File: src/rtl/axi_lite_csr_slave.sv
// AXI4-Lite CSR slave for the super-resolution core: CTRL, STATUS, IMG_SIZE, FRAME_CNT.
// Define CSR_SLVERR_EN to answer unmapped addresses with SLVERR instead of OKAY.
module axi_lite_csr_slave #(
    parameter int unsigned AXI_DATA_WIDTH = 32,
    parameter int unsigned AXI_ADDR_WIDTH = 32
) (
    input  logic                        aclk,
    input  logic                        arstn,
    input  logic                        axi_awvalid,
    output logic                        axi_awready,
    input  logic [AXI_ADDR_WIDTH-1:0]   axi_awaddr,
    input  logic [2:0]                  axi_awprot,
    input  logic                        axi_wvalid,
    output logic                        axi_wready,
    input  logic [AXI_DATA_WIDTH-1:0]   axi_wdata,
    input  logic [AXI_DATA_WIDTH/8-1:0] axi_wstrb,
    output logic                        axi_bvalid,
    input  logic                        axi_bready,
    output logic [1:0]                  axi_bresp,
    input  logic                        axi_arvalid,
    output logic                        axi_arready,
    input  logic [AXI_ADDR_WIDTH-1:0]   axi_araddr,
    input  logic [2:0]                  axi_arprot,
    output logic                        axi_rvalid,
    input  logic                        axi_rready,
    output logic [AXI_DATA_WIDTH-1:0]   axi_rdata,
    output logic [1:0]                  axi_rresp,
    output logic                        ctrl_start_o,
    output logic [15:0]                 ctrl_img_width_o,
    output logic [15:0]                 ctrl_img_height_o,
    input  logic                        core_busy_i,
    input  logic                        core_done_i,
    output logic                        irq_o
);
    localparam logic [1:0] RespOkay = 2'b00;
`ifdef CSR_SLVERR_EN
    localparam logic [1:0] RespUnmapped = 2'b10;
`else
    localparam logic [1:0] RespUnmapped = 2'b00;
`endif

    typedef enum logic {WIdle, WResp} w_state_e;
    typedef enum logic {RIdle, RData} r_state_e;

    w_state_e w_state_q, w_state_d;
    r_state_e r_state_q, r_state_d;
    // Holds the ready outputs low until the first edge after reset release.
    logic live_q;

    logic                        aw_done_q, w_done_q;
    logic [AXI_ADDR_WIDTH-1:0]   awaddr_q;
    logic [AXI_DATA_WIDTH-1:0]   wdata_q;
    logic [AXI_DATA_WIDTH/8-1:0] wstrb_q;
    logic [1:0]                  bresp_q, rresp_q;
    logic [AXI_DATA_WIDTH-1:0]   rdata_q, rd_data;

    logic        irq_en_q, done_q, start_q;
    logic [31:0] img_q, cnt_q;

    logic                        aw_hs, w_hs, ar_hs, wr_commit, wr_mapped, rd_mapped, w1c;
    logic [AXI_ADDR_WIDTH-1:0]   wr_addr;
    logic [AXI_DATA_WIDTH-1:0]   wr_data;
    logic [AXI_DATA_WIDTH/8-1:0] wr_strb;

    assign aw_hs     = axi_awvalid & axi_awready;
    assign w_hs      = axi_wvalid & axi_wready;
    assign ar_hs     = axi_arvalid & axi_arready;
    // Commit on the cycle the later of AW/W handshakes, using live bus values if not yet latched.
    assign wr_commit = (w_state_q == WIdle) & (aw_done_q | aw_hs) & (w_done_q | w_hs);
    assign wr_addr   = aw_done_q ? awaddr_q : axi_awaddr;
    assign wr_data   = w_done_q ? wdata_q : axi_wdata;
    assign wr_strb   = w_done_q ? wstrb_q : axi_wstrb;
    assign wr_mapped = (wr_addr[AXI_ADDR_WIDTH-1:4] == '0);
    assign rd_mapped = (axi_araddr[AXI_ADDR_WIDTH-1:4] == '0);
    assign w1c       = wr_commit & wr_mapped & (wr_addr[3:2] == 2'd1) & wr_strb[0] & wr_data[1];

    always_ff @(posedge aclk or negedge arstn) begin
        if (!arstn) begin
            w_state_q <= WIdle;
            r_state_q <= RIdle;
            live_q    <= 1'b0;
        end else begin
            w_state_q <= w_state_d;
            r_state_q <= r_state_d;
            live_q    <= 1'b1;
        end
    end

    always_comb begin
        w_state_d = w_state_q;
        r_state_d = r_state_q;
        unique case (w_state_q)
            WIdle: if (wr_commit) w_state_d = WResp;
            WResp: if (axi_bready) w_state_d = WIdle;
            default: w_state_d = WIdle;
        endcase
        unique case (r_state_q)
            RIdle: if (ar_hs) r_state_d = RData;
            RData: if (axi_rready) r_state_d = RIdle;
            default: r_state_d = RIdle;
        endcase
    end

    always_comb begin
        axi_awready = live_q & (w_state_q == WIdle) & ~aw_done_q;
        axi_wready  = live_q & (w_state_q == WIdle) & ~w_done_q;
        axi_bvalid  = (w_state_q == WResp);
        axi_arready = live_q & (r_state_q == RIdle);
        axi_rvalid  = (r_state_q == RData);
    end

    always_comb begin
        rd_data = '0;
        if (rd_mapped) begin
            case (axi_araddr[3:2])
                2'd0:    rd_data = {30'b0, irq_en_q, 1'b0};
                2'd1:    rd_data = {30'b0, done_q, core_busy_i};
                2'd2:    rd_data = img_q;
                default: rd_data = cnt_q;
            endcase
        end
    end

    always_ff @(posedge aclk or negedge arstn) begin
        if (!arstn) begin
            aw_done_q <= 1'b0;
            w_done_q  <= 1'b0;
            awaddr_q  <= '0;
            wdata_q   <= '0;
            wstrb_q   <= '0;
            bresp_q   <= RespOkay;
            rdata_q   <= '0;
            rresp_q   <= RespOkay;
            irq_en_q  <= 1'b0;
            done_q    <= 1'b0;
            start_q   <= 1'b0;
            img_q     <= '0;
            cnt_q     <= '0;
        end else begin
            if (w_state_q == WResp) begin
                if (axi_bready) begin
                    aw_done_q <= 1'b0;
                    w_done_q  <= 1'b0;
                end
            end else begin
                if (aw_hs) begin
                    aw_done_q <= 1'b1;
                    awaddr_q  <= axi_awaddr;
                end
                if (w_hs) begin
                    w_done_q <= 1'b1;
                    wdata_q  <= axi_wdata;
                    wstrb_q  <= axi_wstrb;
                end
            end
            if (ar_hs) begin
                rdata_q <= rd_data;
                rresp_q <= rd_mapped ? RespOkay : RespUnmapped;
            end
            start_q <= 1'b0;
            if (wr_commit) begin
                bresp_q <= wr_mapped ? RespOkay : RespUnmapped;
                if (wr_mapped) begin
                    case (wr_addr[3:2])
                        2'd0: if (wr_strb[0]) begin
                            irq_en_q <= wr_data[1];
                            start_q  <= wr_data[0];
                        end
                        2'd2: for (int b = 0; b < 4; b++) begin
                            if (wr_strb[b]) img_q[8*b +: 8] <= wr_data[8*b +: 8];
                        end
                        default: ;
                    endcase
                end
            end
            // A done pulse outranks a concurrent W1C.
            done_q <= core_done_i | (done_q & ~w1c);
            cnt_q  <= cnt_q + {31'b0, core_done_i};
        end
    end

    assign axi_bresp         = bresp_q;
    assign axi_rdata         = rdata_q;
    assign axi_rresp         = rresp_q;
    assign ctrl_start_o      = start_q;
    assign ctrl_img_width_o  = img_q[15:0];
    assign ctrl_img_height_o = img_q[31:16];
    assign irq_o             = done_q & irq_en_q;

    logic unused_ok;
    assign unused_ok = ^{axi_awprot, axi_arprot, wr_addr[1:0], axi_araddr[1:0]};
endmodule

File: config.mk
export PLATFORM = sky130hd
export DESIGN_NAME = axi_lite_csr_slave
export DESIGN_NICKNAME = d
export VERILOG_FILES = /design/src/rtl/axi_lite_csr_slave.sv
export SDC_FILE = /design/constraint.sdc
export NUM_CORES = 1
export LEC_CHECK = 0
export ABC_AREA = 1
export CAP_MARGIN = 20
export CORE_ASPECT_RATIO = 0.5
export CORE_MARGIN = 2
export CORE_UTILIZATION = 45
export DETAILED_ROUTE_END_ITERATION = 6
export GPL_TIMING_DRIVEN = 0
export HOLD_SLACK_MARGIN = 0.02
export PLACE_DENSITY = 0.71
export SLEW_MARGIN = 20
export SYNTH_ARGS = -nofsm -noshare
export SYNTH_HDL_FRONTEND = slang
export SYNTH_SLANG_ARGS = --single-unit
File: constraint.sdc
create_clock -name aclk -period 1.91 [get_ports aclk]
set_input_delay 0.4775 -clock aclk [delete_from_list [all_inputs] [get_ports aclk]]
set_output_delay 0.4775 -clock aclk [all_outputs]
set_load 0.02 [all_outputs]
* Word level (Yosys, flattened, before mapping)
Index checks and enable logic that the tools add are counted.
** Word-level totals
- Memories kept :: 0
- Output and inout bits :: 75
- Bits in latches :: 0
- Logic and storage cells :: 81
- Flip-flop bits (word level) :: 172
- ROM bits :: 0
- Input bits :: 115
- RAM bits :: 0
** Operators by class
- Muxes and demuxes :: 20
- $mul :: 0
- Bitwise gates (word level) :: 23
- Add/subtract/negate cells :: 1
- Equality and inequality tests :: 5
- Shifts and indexed selects :: 0
- Divide/modulo/power cells :: 0
- Magnitude comparators :: 0
- Reductions and logical operators :: 15
** Operators by type and width (count)
- $mux 32 :: 3
- $pmux 32 s3 :: 1
- $logic_not 28->1 :: 2
- $add 32x1->32 :: 1
- $reduce_and 4->1 :: 5
- $and 1x1->1 :: 15
- $mux 1 :: 13
- $reduce_and 2->1 :: 4
- $not 1->1 :: 5
- $eq 2x1->1 const B :: 2
- $eq 2x2->1 const B :: 2
- $logic_not 2->1 :: 2
- $mux 4 :: 1
- $pmux 1 s2 :: 2
- $reduce_bool 2->1 :: 2
- $or 1x1->1 :: 3
- $ne 2x2->1 const B :: 1

* Longest topological paths before layout
Gate-level depths: netlist (run 1).
- Depth in word-level cells :: 14
- Gate-level depth with buffers :: 11
- Gate-level depth less buffers :: 10

* Worst setup path before layout (run 1)
OpenSTA, ideal clock, no wires.
- Path type :: register -> register
- Start point :: register w_state_q, in the netlist axi_bvalid
- End point :: register awaddr_q[31]
- Arrival :: 1714 ps
- Stages on the path, launching flop included :: 5
- Buffers on the path :: 1
- Setup slack :: 68 ps
- Path through :: dfrtp_1 nor3_2 nand2_1 buf_2 mux2_1
** On the way
- Cells in the longest elaborated chain, start to end :: 5
** RTL lines
- start: declaration :: RTL line 45 : w_state_e w_state_q, w_state_d;
- start signal: assignment :: RTL line 79 : w_state_q <= WIdle;
- start signal: assignment :: RTL line 83 : w_state_q <= w_state_d;
- $not 1->1 (no source line)
- $and 1x1->1 (2 in a row) :: RTL line 105 : axi_awready = live_q & (w_state_q == WIdle) & ~aw_done_q;
- net axi_awready :: RTL line 10 : output logic axi_awready,
- $and 1x1->1 :: RTL line 65 : assign aw_hs = axi_awvalid & axi_awready;
- $reduce_and 2->1 (no source line)
- end signal: assignment :: RTL line 148 : awaddr_q <= axi_awaddr;
- end: declaration :: RTL line 51 : logic [AXI_ADDR_WIDTH-1:0] awaddr_q;
The timed path passes the listed nets, and every way through them passes these cells.
A chain may end at the register's enable or synchronous reset.

* Final worst setup path (run 1)
- Start point :: register rdata_q[23], in the netlist axi_rdata[23]
- End point :: output axi_rdata[23]
** RTL lines
- start: declaration :: RTL line 55 : logic [AXI_DATA_WIDTH-1:0] rdata_q, rd_data;
- start signal: assignment :: RTL line 157 : rdata_q <= rd_data;
- end: declaration :: RTL line 26 : output logic [AXI_DATA_WIDTH-1:0] axi_rdata,
No word-level cell between the ends.

==> run summary, run 1 <==
status -> finished clean
CP startpoint -> axi_rdata[23]$_DFFE_PN0P_
Via Count -> 7451
port bufs -> 175
height of the die -> 99.9 µm
Crit path depth -> 1
global-route wire length before repair -> 37600 µm
Net count, final -> 1338
DRC -> 0
Ys Warns -> 0
crit path max fanout -> 2
slowest CP cell -> clkdlybuf4s50_1
worst-case clock buffer depth -> 2
Setup violations, final -> 0
Psw -> 4.12 mW
GRT Overall Usage -> 0.247
P_int -> 7.51 mW
Starting Density -> 0.468
Worst EP arrival -> 1.40 ns
P per Cell Area -> 1050 nW/µm²
R2R Path End -> img_q[6]$_DFFE_PN0P_
R2R Setup Slk -> 0.10 ns
Num CTS Buffers -> 17
clk_skew -> 0.0176 ns
layout cell share with drive strength beyond 1 -> 0.0835
Die X-Extent -> 196 µm
Hold WS -> 0.347 ns
drt pass-1 iters -> 5
Worst Setup EP -> axi_rdata[23]
Rel. slew slack -> 0.638
RSZ-0062 raised after global routing -> true
Initial DRC Count -> 489
number of global-route vias before repair -> 7487
number of synthesized flops with an enable pin -> 0
top-count cell post-synth -> nand2_1
CTS root buf -> clkbuf_16
Final HPWL DP -> 17400 µm
CP Class -> flop to output port
Commonest cells post-synth -> nand2_1, dfrtp_1, inv_1
Slew @ Worst Pin -> 0.542 ns
worst skew pair latency -> 0.44 ns
grt ovf -> 0
max_cap viols -> 0
design area -> 11100 µm²
minimum clock period -> 1.88 ns
Hold Vio Cnt, Final -> 0
Hold Crit Class -> input port to flop
Worst Setup End Kind -> output port
period utilization -> 0.985
largest net degree at the start of global routing -> 100
crit-path cells -> clkdlybuf4s50_1
area grow syn2layout -> 33.6%
required time of the critical path -> 1.43 ns
area share of the largest cell type after synthesis -> 0.514
Worst-path clk slew -> 0.07 ns
syn_area_per_cell -> 8.11 µm²
core area -> 17700 µm²
Cell variety after synth -> 44
ANT nets after route -> 0
H-tree depth -> 4
# clock sinks -> 170
combinational share of power -> 0.272
synthesized flop and latch total -> 170
Max Freq -> 531 MHz
Filler Cell Count -> 1546
DRT Wirelength -> 23100 µm
sequential share of power -> 0.424
FFs w/ async S/R, synth -> 1.00
CTS tree -> yes
DP Area -> 10400 µm²
top post-synthesis cells by area -> dfrtp_1, nand2_1, o21ai_0
wire length per cell -> 15.7 µm
Via density -> 5.08
initial antenna violation count -> 0
die area -> 19600 µm²
diode count -> 0
register area share after synthesis -> 0.514
Final Power -> 11.6 mW
leakage -> 5.87 nW
worst flop-to-flop path startpoint -> aw_done_q$_DFFE_PN0P_
critical path's top delay family -> buffers and inverters
max-slew violations -> 0
critical path's largest stage delay -> 0.61 ns
area leader, netlist -> dfrtp_1
WP buf/inv -> 1
Post-Syn Instances -> 1020
Register-to-Register Path Depth -> 7
Setup crit start kind -> flop
Clock Power Share -> 0.304
Ports -> 190
Worst VDD drop -> 791 µV
Post-Syn Area -> 8270 µm²
RD Place Congestion -> 0.873
Synth Flop Type -> dfrtp_1
# rows -> 34
Sw Ratio -> 0.354
state kept, by name, summed over array words and instances, names as in the netlist:
register	flops
axi_bvalid	1
done_q	1
ctrl_start_o	1
cnt_q	32
wdata_q	32
img_q	32
aw_done_q	1
axi_rdata	32
axi_rvalid	1
wstrb_q	4
live_q	1
w_done_q	1
irq_en_q	1
awaddr_q	30
metal layers:
| metal | track usage | up-vias | share of wire |
|---|---|---|---|
| li1 | - | 3647 | - |
| met1 | 0.323 | 3529 | 0.44 |
| met2 | 0.420 | 241 | 0.48 |
| met3 | 0.0504 | 34 | 0.061 |
| met4 | 0.0752 | 0 | 0.017 |
| met5 | 0 | - | 0 |
power groups by stage:
stage	clock, mW	combinational [mW]	sequential, mW
final	3.53	3.17	4.93
after global routing	3.72	3.57	5.03
after CTS	3.55	3.12	4.92
after detailed placement	0	3.07	4.96
after global placement	0	2.97	4.92
after floorplan	0	2.13	4.87
cell type report:
| cell class | instances | area [µm²] | area share |
|---|---|---|---|
| inverters | 112 | 420 | 0.0380 |
| well taps | 234 | 293 | 0.0265 |
| flip-flops and latches | 170 | 4260 | 0.385 |
| clock inverters | 15 | 176 | 0.0160 |
| repair buffers | 179 | 1800 | 0.162 |
| plain buffers | 47 | 256 | 0.0232 |
| multi-input cells | 694 | 3430 | 0.311 |
| clock buffers | 17 | 425 | 0.0385 |
cells in the final DEF (no fill, tap or decap), drive strengths merged, types with 2 or more instances in the layout:
cell type,synthesis,layout
clkinvlp,0,3
o21ai,113,113
clkdlybuf4s50,0,120
clkinv,1,5
clkbuf,27,45
mux2,9,9
nor3,18,18
conb,2,5
nand4,40,40
nand2,321,321
mux2i,2,2
buf,20,25
dfrtp,170,170
dlygate4sd2,0,35
and2,4,4
dlymetal6s2s,0,16
xor2,30,30
nor2,76,76
inv,111,118
a22o,8,8
a21oi,4,4
nand3,53,53
or2,2,2
ha,2,2
o211ai,2,2
stage by stage:
step                 util  setup TNS (ns)  setup slack, ns  std cells
floorplan               -               0           0.0676       1023
global placement    0.584        -1147.67            -6.57       1432
detailed placement  0.586          -39.21           -0.870       1433
CTS                 0.620         -0.0643          -0.0507       1467
global route        0.625         -0.0242          -0.0121       1468
finish              0.625               0           0.0283       1468
how the worst min path moves through the flow:
stage / startpoint / endpoint / slack (ns) / cells past startpoint
finish: core_done_i / done_q$_DFF_PN0_ / 0.35 / 3
global route: core_done_i / done_q$_DFF_PN0_ / 0.35 / 3
CTS: axi_rdata[3]$_DFFE_PN0P_ / axi_rdata[3]$_DFFE_PN0P_ / 0.48 / 2
detailed placement: axi_rdata[3]$_DFFE_PN0P_ / axi_rdata[3]$_DFFE_PN0P_ / 0.47 / 2
global placement: axi_rdata[24]$_DFFE_PN0P_ / axi_rdata[24]$_DFFE_PN0P_ / 0.47 / 2
floorplan: arstn / aw_done_q$_DFFE_PN0P_ / 0.18 / 0
kinds of logic after synthesis:
| family | after synthesis | synth area share |
|---|---|---|
| fa+ha+maj | 2 | 0.00302 |
| compound gates | 129 | 0.0842 |
| xor+xnor | 30 | 0.0318 |
| buf+inv | 159 | 0.0797 |
| simple gates | 517 | 0.272 |
| flops | 170 | 0.514 |
| other cells | 2 | 0.000908 |
| mux | 11 | 0.0147 |
worst min-delay path, stage by stage:
cell and delay (ns):
dlymetal6s2s_1 0.15, inv_1 0.06, nand2_1 0.06
repair_timing:
action | CTS | global route
gates resized for setup | 55 | 38
hold buffers | 1 | 0
pin swaps | 1 | 2
endpoints found under the setup margin | 67 | 73
endpoints found under the hold margin | 15 | 0
setup buffers | 1 | 1
cloned | 0 | 0
Note: power is estimated with default switching activity, not from simulation.
==> inputs of run 2 (changes only) <==
--- a/config.mk
+++ b/config.mk
@@ -6,13 +6,14 @@
 export NUM_CORES = 1
 export LEC_CHECK = 0
 export ABC_AREA = 1
-export CAP_MARGIN = 20
+export CAP_MARGIN = 30
 export CORE_ASPECT_RATIO = 0.5
 export CORE_MARGIN = 2
 export CORE_UTILIZATION = 45
 export DETAILED_ROUTE_END_ITERATION = 6
 export GPL_TIMING_DRIVEN = 0
 export HOLD_SLACK_MARGIN = 0.02
+export MAX_ROUTING_LAYER = met4
 export PLACE_DENSITY = 0.71
 export SLEW_MARGIN = 20
 export SYNTH_ARGS = -nofsm -noshare
==> run 2 against run 1 <==
Total power shrank 0.37%. Hold slack gained 0.13 ns. Via count grew 0.58%. Flip-flop and latch count is the same. Sequential share of layout area shrank 0.12 points. Wire length grew 0.31%. Utilization grew 0.17 points. Combinational power grew 2%. Clock power shrank 3%. Non-clock buffer count shrank 1. Critical endpoint is now axi_rdata[31].
==> run summary, run 2 (synthesis gave the netlist of run 1 again) <==
area grow syn2layout -> 34.0% (was 33.6%)
number of global-route vias before repair -> 7321 (was 7487)
RSZ-0062 raised after global routing -> true (unchanged)
layout cell share with drive strength beyond 1 -> 0.0819 (was 0.0835)
Final HPWL DP -> 17600 µm (was 17400 µm)
worst flop-to-flop path startpoint -> aw_done_q$_DFFE_PN0P_ (unchanged)
Slew @ Worst Pin -> 0.541 ns (was 0.542 ns)
Setup violations, final -> 0 (unchanged)
Hold WS -> 0.481 ns (was 0.347 ns)
ANT nets after route -> 0 (unchanged)
minimum clock period -> 1.88 ns (about the same)
Worst Setup End Kind -> output port (unchanged)
Hold Path Sink -> axi_rdata[1]$_DFFE_PN0P_ (was done_q$_DFF_PN0_)
core area -> 17700 µm² (unchanged)
DRC -> 0 (unchanged)
largest net degree at the start of global routing -> 100 (unchanged)
R2R Path End -> img_q[16]$_DFFE_PN0P_ (was img_q[6]$_DFFE_PN0P_)
max-slew violations -> 0 (unchanged)
status -> finished clean (unchanged)
leakage -> 5.88 nW (was 5.87 nW)
critical path's largest stage delay -> 0.61 ns (about the same)
critical path's top delay family -> buffers and inverters (unchanged)
drt pass-1 iters -> 5 (unchanged)
Hold Crit Class -> flop to flop (was input port to flop)
grt ovf -> 0 (unchanged)
Initial DRC Count -> 556 (was 489)
diode count -> 0 (unchanged)
CTS root buf -> clkbuf_16 (unchanged)
Hold Path Origin -> axi_rdata[1]$_DFFE_PN0P_ (was core_done_i)
max_cap viols -> 0 (unchanged)
final design utilization -> 0.626 (was 0.625)
crit path max fanout -> 2 (unchanged)
global-route wire length before repair -> 37700 µm (was 37600 µm)
Finished Layout Cells -> 1467 (was 1468)
Via Count -> 7494 (was 7451)
clk_skew -> 0.0128 ns (was 0.0176 ns)
Die X-Extent -> 196 µm (unchanged)
Hold Vio Cnt, Final -> 0 (unchanged)
GRT met1 Usage -> 0.335 (was 0.323)
period utilization -> 0.984 (was 0.985)
# clock sinks -> 170 (unchanged)
P per Cell Area -> 1050 nW/µm² (about the same)
most common cell after layout, fill and taps aside -> nand2_1 (unchanged)
Worst VDD drop -> 737 µV (was 791 µV)
required time of the critical path -> 1.43 ns (about the same)
DP Area -> 10400 µm² (unchanged)
RD Place Congestion -> 0.883 (was 0.873)
CTS tree -> yes (unchanged)
Setup crit start kind -> flop (unchanged)
design area -> 11100 µm² (about the same)
Filler Cell Count -> 1551 (was 1546)
height of the die -> 99.9 µm (unchanged)
placed insts -> 1433 (unchanged)
die area -> 19600 µm² (unchanged)
CP Class -> flop to output port (unchanged)
wire length per cell -> 15.8 µm (was 15.7 µm)
GRT Overall Usage -> 0.253 (was 0.247)
setup TNS -> 0 ns (unchanged)
DRT Wirelength -> 23200 µm (was 23100 µm)
commonest non-fill, non-tap cells in the layout -> nand2_1, dfrtp_1, clkdlybuf4s50_1, inv_1, o21ai_0 (unchanged)
worst-case clock buffer depth -> 2 (unchanged)
Register-to-Register Path Depth -> 7 (unchanged)
Ports -> 190 (unchanged)
Rel. slew slack -> 0.638 (about the same)
WP buf/inv -> 1 (unchanged)
worst skew pair latency -> 0.43 ns (was 0.44 ns)
Starting Density -> 0.468 (unchanged)
# rows -> 34 (unchanged)
R2R Setup Slk -> 0.06 ns (was 0.10 ns)
routing usage on met3 -> 0.0467 (was 0.0504)
Most Used Layer, Global Route -> met2 (unchanged)
initial antenna violation count -> 0 (unchanged)
Num CTS Buffers -> 17 (unchanged)
Worst EP arrival -> 1.40 ns (about the same)
worst hold path depth -> 2 (was 3)
H-tree depth -> 4 (unchanged)
CP startpoint -> axi_rdata[31]$_DFFE_PN0P_ (was axi_rdata[23]$_DFFE_PN0P_)
M2 GR Usage -> 0.407 (was 0.420)
Net count, final -> 1337 (was 1338)
slowest CP cell -> clkdlybuf4s50_1 (unchanged)
Worst-path clk slew -> 0.07 ns (about the same)
Max Freq -> 532 MHz (was 531 MHz)
crit-path cells -> clkdlybuf4s50_1 (unchanged)
Via density -> 5.11 (was 5.08)
port bufs -> 175 (unchanged)
## run 2: worst max path at each step
stage | to | slack, ns | cells after the start
after CTS | ctrl_img_height_o[12] | 0.005 | 1
final | axi_rdata[31] | 0.03 | 1
after detailed placement | cnt_q[20]$_DFF_PN0_ | -0.78 | 10
after floorplan | cnt_q[20]$_DFF_PN0_ | 0.07 | 9
after global placement | axi_rdata[17]$_DFFE_PN0P_ | -6.52 | 1
after global routing | img_q[20]$_DFFE_PN0P_ | -0.04 | 7
## run 2: stage by stage
| step | power [mW] | setup WS, ns |
|---|---|---|
| 4_1_cts | 11.5 | 0.00496 |
| 3_3_place_gp | 7.90 | -6.52 |
| 2_1_floorplan | 7.00 | 0.0676 |
| 3_5_place_dp | 8.04 | -0.785 |
| 5_1_grt | 12.3 | -0.0406 |
| 6_report | 11.6 | 0.0307 |
## run 2: power by group
group	switching, mW	internal [mW]	total (mW)	leakage (nW)
Combinational	1.98	1.24	3.22	3.44
Sequential	0.520	4.43	4.95	2.16
Clock	1.67	1.75	3.42	0.281
Total	4.17	7.42	11.6	5.88
## run 2: layout make-up
class,instances,area [µm²],area share
sequential,170,4250,0.384
multi-input combinational,694,3480,0.314
timing repair buffer,178,1800,0.162
clock buffer,17,425,0.0384
inverter,112,420,0.0379
tap,234,293,0.0264
buffer,47,259,0.0234
clock inverter,15,155,0.0140
## run 2: per-layer routing
metal  vias to the layer above  wire length, µm
met5                         -                0
met4                         0              393
met3                        34             1300
met2                       254            11000
met1                      3551            10500
li1                       3655                -
## run 2: timing repair
item                                   4_1_cts  5_1_grt
setup buffers                                1        0
setup endpoints to repair                   53       68
pin swaps                                    1        3
endpoints found under the hold margin       11        0
hold buffers                                 1        0
resized for setup                           53       46
==> inputs of run 3 (changes only) <==
--- a/config.mk
+++ b/config.mk
@@ -9,12 +9,12 @@
 export CAP_MARGIN = 30
 export CORE_ASPECT_RATIO = 0.5
 export CORE_MARGIN = 2
-export CORE_UTILIZATION = 45
+export CORE_UTILIZATION = 51
 export DETAILED_ROUTE_END_ITERATION = 6
 export GPL_TIMING_DRIVEN = 0
 export HOLD_SLACK_MARGIN = 0.02
 export MAX_ROUTING_LAYER = met4
-export PLACE_DENSITY = 0.71
+export PLACE_DENSITY = 0.79
 export SLEW_MARGIN = 20
 export SYNTH_ARGS = -nofsm -noshare
 export SYNTH_HDL_FRONTEND = slang
==> constraint.sdc (replaced) <==
create_clock -name aclk -period 1.9 [get_ports aclk]
set_input_delay 0.475 -clock aclk [delete_from_list [all_inputs] [get_ports aclk]]
set_output_delay 0.475 -clock aclk [all_outputs]
set_load 0.02 [all_outputs]
==> run 3 against run 2 <==
The run now ends with DRC left. First-iteration DRC count rose by 9.5%. Clock-buffer cell count rose by 2. Wire length rose by 0.54%. Clock skew rose by 0.0028 ns. Critical endpoint is now axi_rdata[24]. Highest routed layer unchanged.
==> run summary, run 3 (synthesis gave the netlist of run 1 again) <==
Hold WS -> 0.000415 ns (was 0.481 ns)
DRT Wirelength -> 23300 µm (was 23200 µm)
# clock sinks -> 170 (unchanged)
WP buf/inv -> 1 (unchanged)
port bufs -> 175 (unchanged)
# rows -> 32 (was 34)
clk_skew -> 0.0156 ns (was 0.0128 ns)
initial antenna violation count -> 0 (unchanged)
minimum clock period -> 1.88 ns
Setup violations, final -> 0 (unchanged)
H-tree depth -> 4 (unchanged)
area grow syn2layout -> 33.8% (was 34.0%)
drt pass-1 iters -> 7 (was 5)
max_cap viols -> 0 (unchanged)
slowest CP cell -> clkdlybuf4s50_1 (unchanged)
Slew @ Worst Pin -> 0.530 ns (was 0.541 ns)
crit path max fanout -> 2 (unchanged)
Multi-input gate area -> 3480 µm² (about the same)
Net count, final -> 1340 (was 1337)
R2R Setup Slk -> 0.12 ns (was 0.06 ns)
max-slew violations -> 0 (unchanged)
Num CTS Buffers -> 17 (unchanged)
Max Freq -> 533 MHz
Initial DRC Count -> 609 (was 556)
Worst EP arrival -> 1.40 ns (about the same)
grt ovf -> 0 (unchanged)
FF+latch area -> 4250 µm² (unchanged)
critical path's largest stage delay -> 0.62 ns (was 0.61 ns)
diode count -> 0 (unchanged)
most common cell after layout, fill and taps aside -> nand2_1 (unchanged)
status -> finished with violations (was finished clean)
CTS tree -> yes (unchanged)
leakage -> 5.95 nW (was 5.88 nW)
global-route wire length before repair -> 37400 µm (was 37700 µm)
Via density -> 5.35 (was 5.11)
core area -> 15600 µm² (was 17700 µm²)
Starting Density -> 0.530 (was 0.468)
Worst-path clk slew -> 0.07 ns (about the same)
Setup crit start kind -> flop (unchanged)
Die X-Extent -> 184 µm (was 196 µm)
P per Cell Area -> 1060 nW/µm² (was 1050 nW/µm²)
CP Class -> flop to output port (unchanged)
RD Place Congestion -> 0.893 (was 0.883)
failing checks -> DRC
critical path's top delay family -> buffers and inverters (unchanged)
layout cell share with drive strength beyond 1 -> 0.0850 (was 0.0819)
Hold Crit Class -> input port to asynchronous set/reset pin (was flop to flop)
DRC -> 3 (was 0)
GRT Overall Usage -> 0.287 (was 0.253)
Worst Setup End Kind -> output port (unchanged)
largest net degree at the start of global routing -> 101 (was 100)
Worst VDD drop -> 686 µV (was 737 µV)
ANT nets after route -> 0 (unchanged)
wire length per cell -> 16.2 µm (was 15.8 µm)
die area -> 17300 µm² (was 19600 µm²)
setup TNS -> 0 ns (unchanged)
required time of the critical path -> 1.42 ns (was 1.43 ns)
Filler Cell Count -> 1204 (was 1551)
hold-fix buffers at CTS -> 0 (was 1)
number of global-route vias before repair -> 7558 (was 7321)
worst skew pair latency -> 0.43 ns (about the same)
period utilization -> 0.988
Hold Vio Cnt, Final -> 0 (unchanged)
commonest non-fill, non-tap cells in the layout -> nand2_1, dfrtp_1, clkdlybuf4s50_1, inv_1, o21ai_0 (unchanged)
Via Count -> 7709 (was 7494)
CTS root buf -> clkbuf_16 (unchanged)
Ports -> 190 (unchanged)
worst-case clock buffer depth -> 2 (unchanged)
Rel. slew slack -> 0.647 (was 0.638)
Final HPWL DP -> 17000 µm (was 17600 µm)
crit-path cells -> clkdlybuf4s50_1 (unchanged)
height of the die -> 94.1 µm (was 99.9 µm)
run 3: cell types whose count changed in the layout (fill, tap and decap cells not counted), sizes merged:
cell           before  now
buf                23   28
clkdlybuf4s50     121  117
dlymetal6s2s       17   20
inv               119  117
bufinv              0    1
clkbuf             46   47
clkinvlp            2    1
dlygate4sd2        34   35
dlygate4sd3         1    0
run 3: worst paths after layout:
check,start,depth (start not counted),end
max,axi_rdata[24]$_DFFE_PN0P_,1,axi_rdata[24]
min,arstn,1,awaddr_q[25]$_DFFE_PN0P_
max reg2reg,aw_done_q$_DFFE_PN0P_,10,img_q[21]$_DFFE_PN0P_
min reg2reg,axi_rdata[10]$_DFFE_PN0P_,2,axi_rdata[10]$_DFFE_PN0P_
max in group asynchronous,arstn,2,axi_rdata[9]$_DFFE_PN0P_
min in group aclk,core_done_i,3,done_q$_DFF_PN0_
run 3: area by class of cell:
class | instances | area share
Buffer | 47 | 0.0240
Clock buffer | 19 | 0.0400
Clock inverter | 13 | 0.0120
Inverter | 112 | 0.0380
Multi-Input combinational cell | 694 | 0.314
Sequential cell | 170 | 0.384
Tap cell | 204 | 0.0231
Timing Repair Buffer | 181 | 0.165
run 3: power breakdown:
part / internal, mW / leakage, nW / switching, mW
sequential: 4.46 / 2.16 / 0.550
combinational: 1.29 / 3.51 / 2.03
clock: 1.88 / 0.281 / 1.57
run 3: repair_timing:
item | CTS | global route
resized for setup | 58 | 44
buffers inserted | 1 | 4
endpoints found under the setup margin | 90 | 62
pin swaps | 1 | 5
run 3: per-layer routing:
metal,track usage,share of wire,vias to the layer above
li1,-,-,3668
met1,0.361,0.42,3680
met2,0.471,0.48,306
met3,0.0601,0.078,55
met4,0.0940,0.023,0
met5,-,0,-
run 3: through the flow:
step	cell area, µm²	setup WS [ns]	total power [mW]	std cells	util
after floorplan	8290	0.0583	7.04	1023	-
after global placement	10300	-6.42	7.90	1402	0.659
after detailed placement	10300	-0.791	8.09	1403	0.661
after CTS	10900	0.0000133	11.6	1436	0.698
after global routing	11100	-0.00852	12.4	1440	0.709
final	11100	0.0227	11.8	1440	0.709
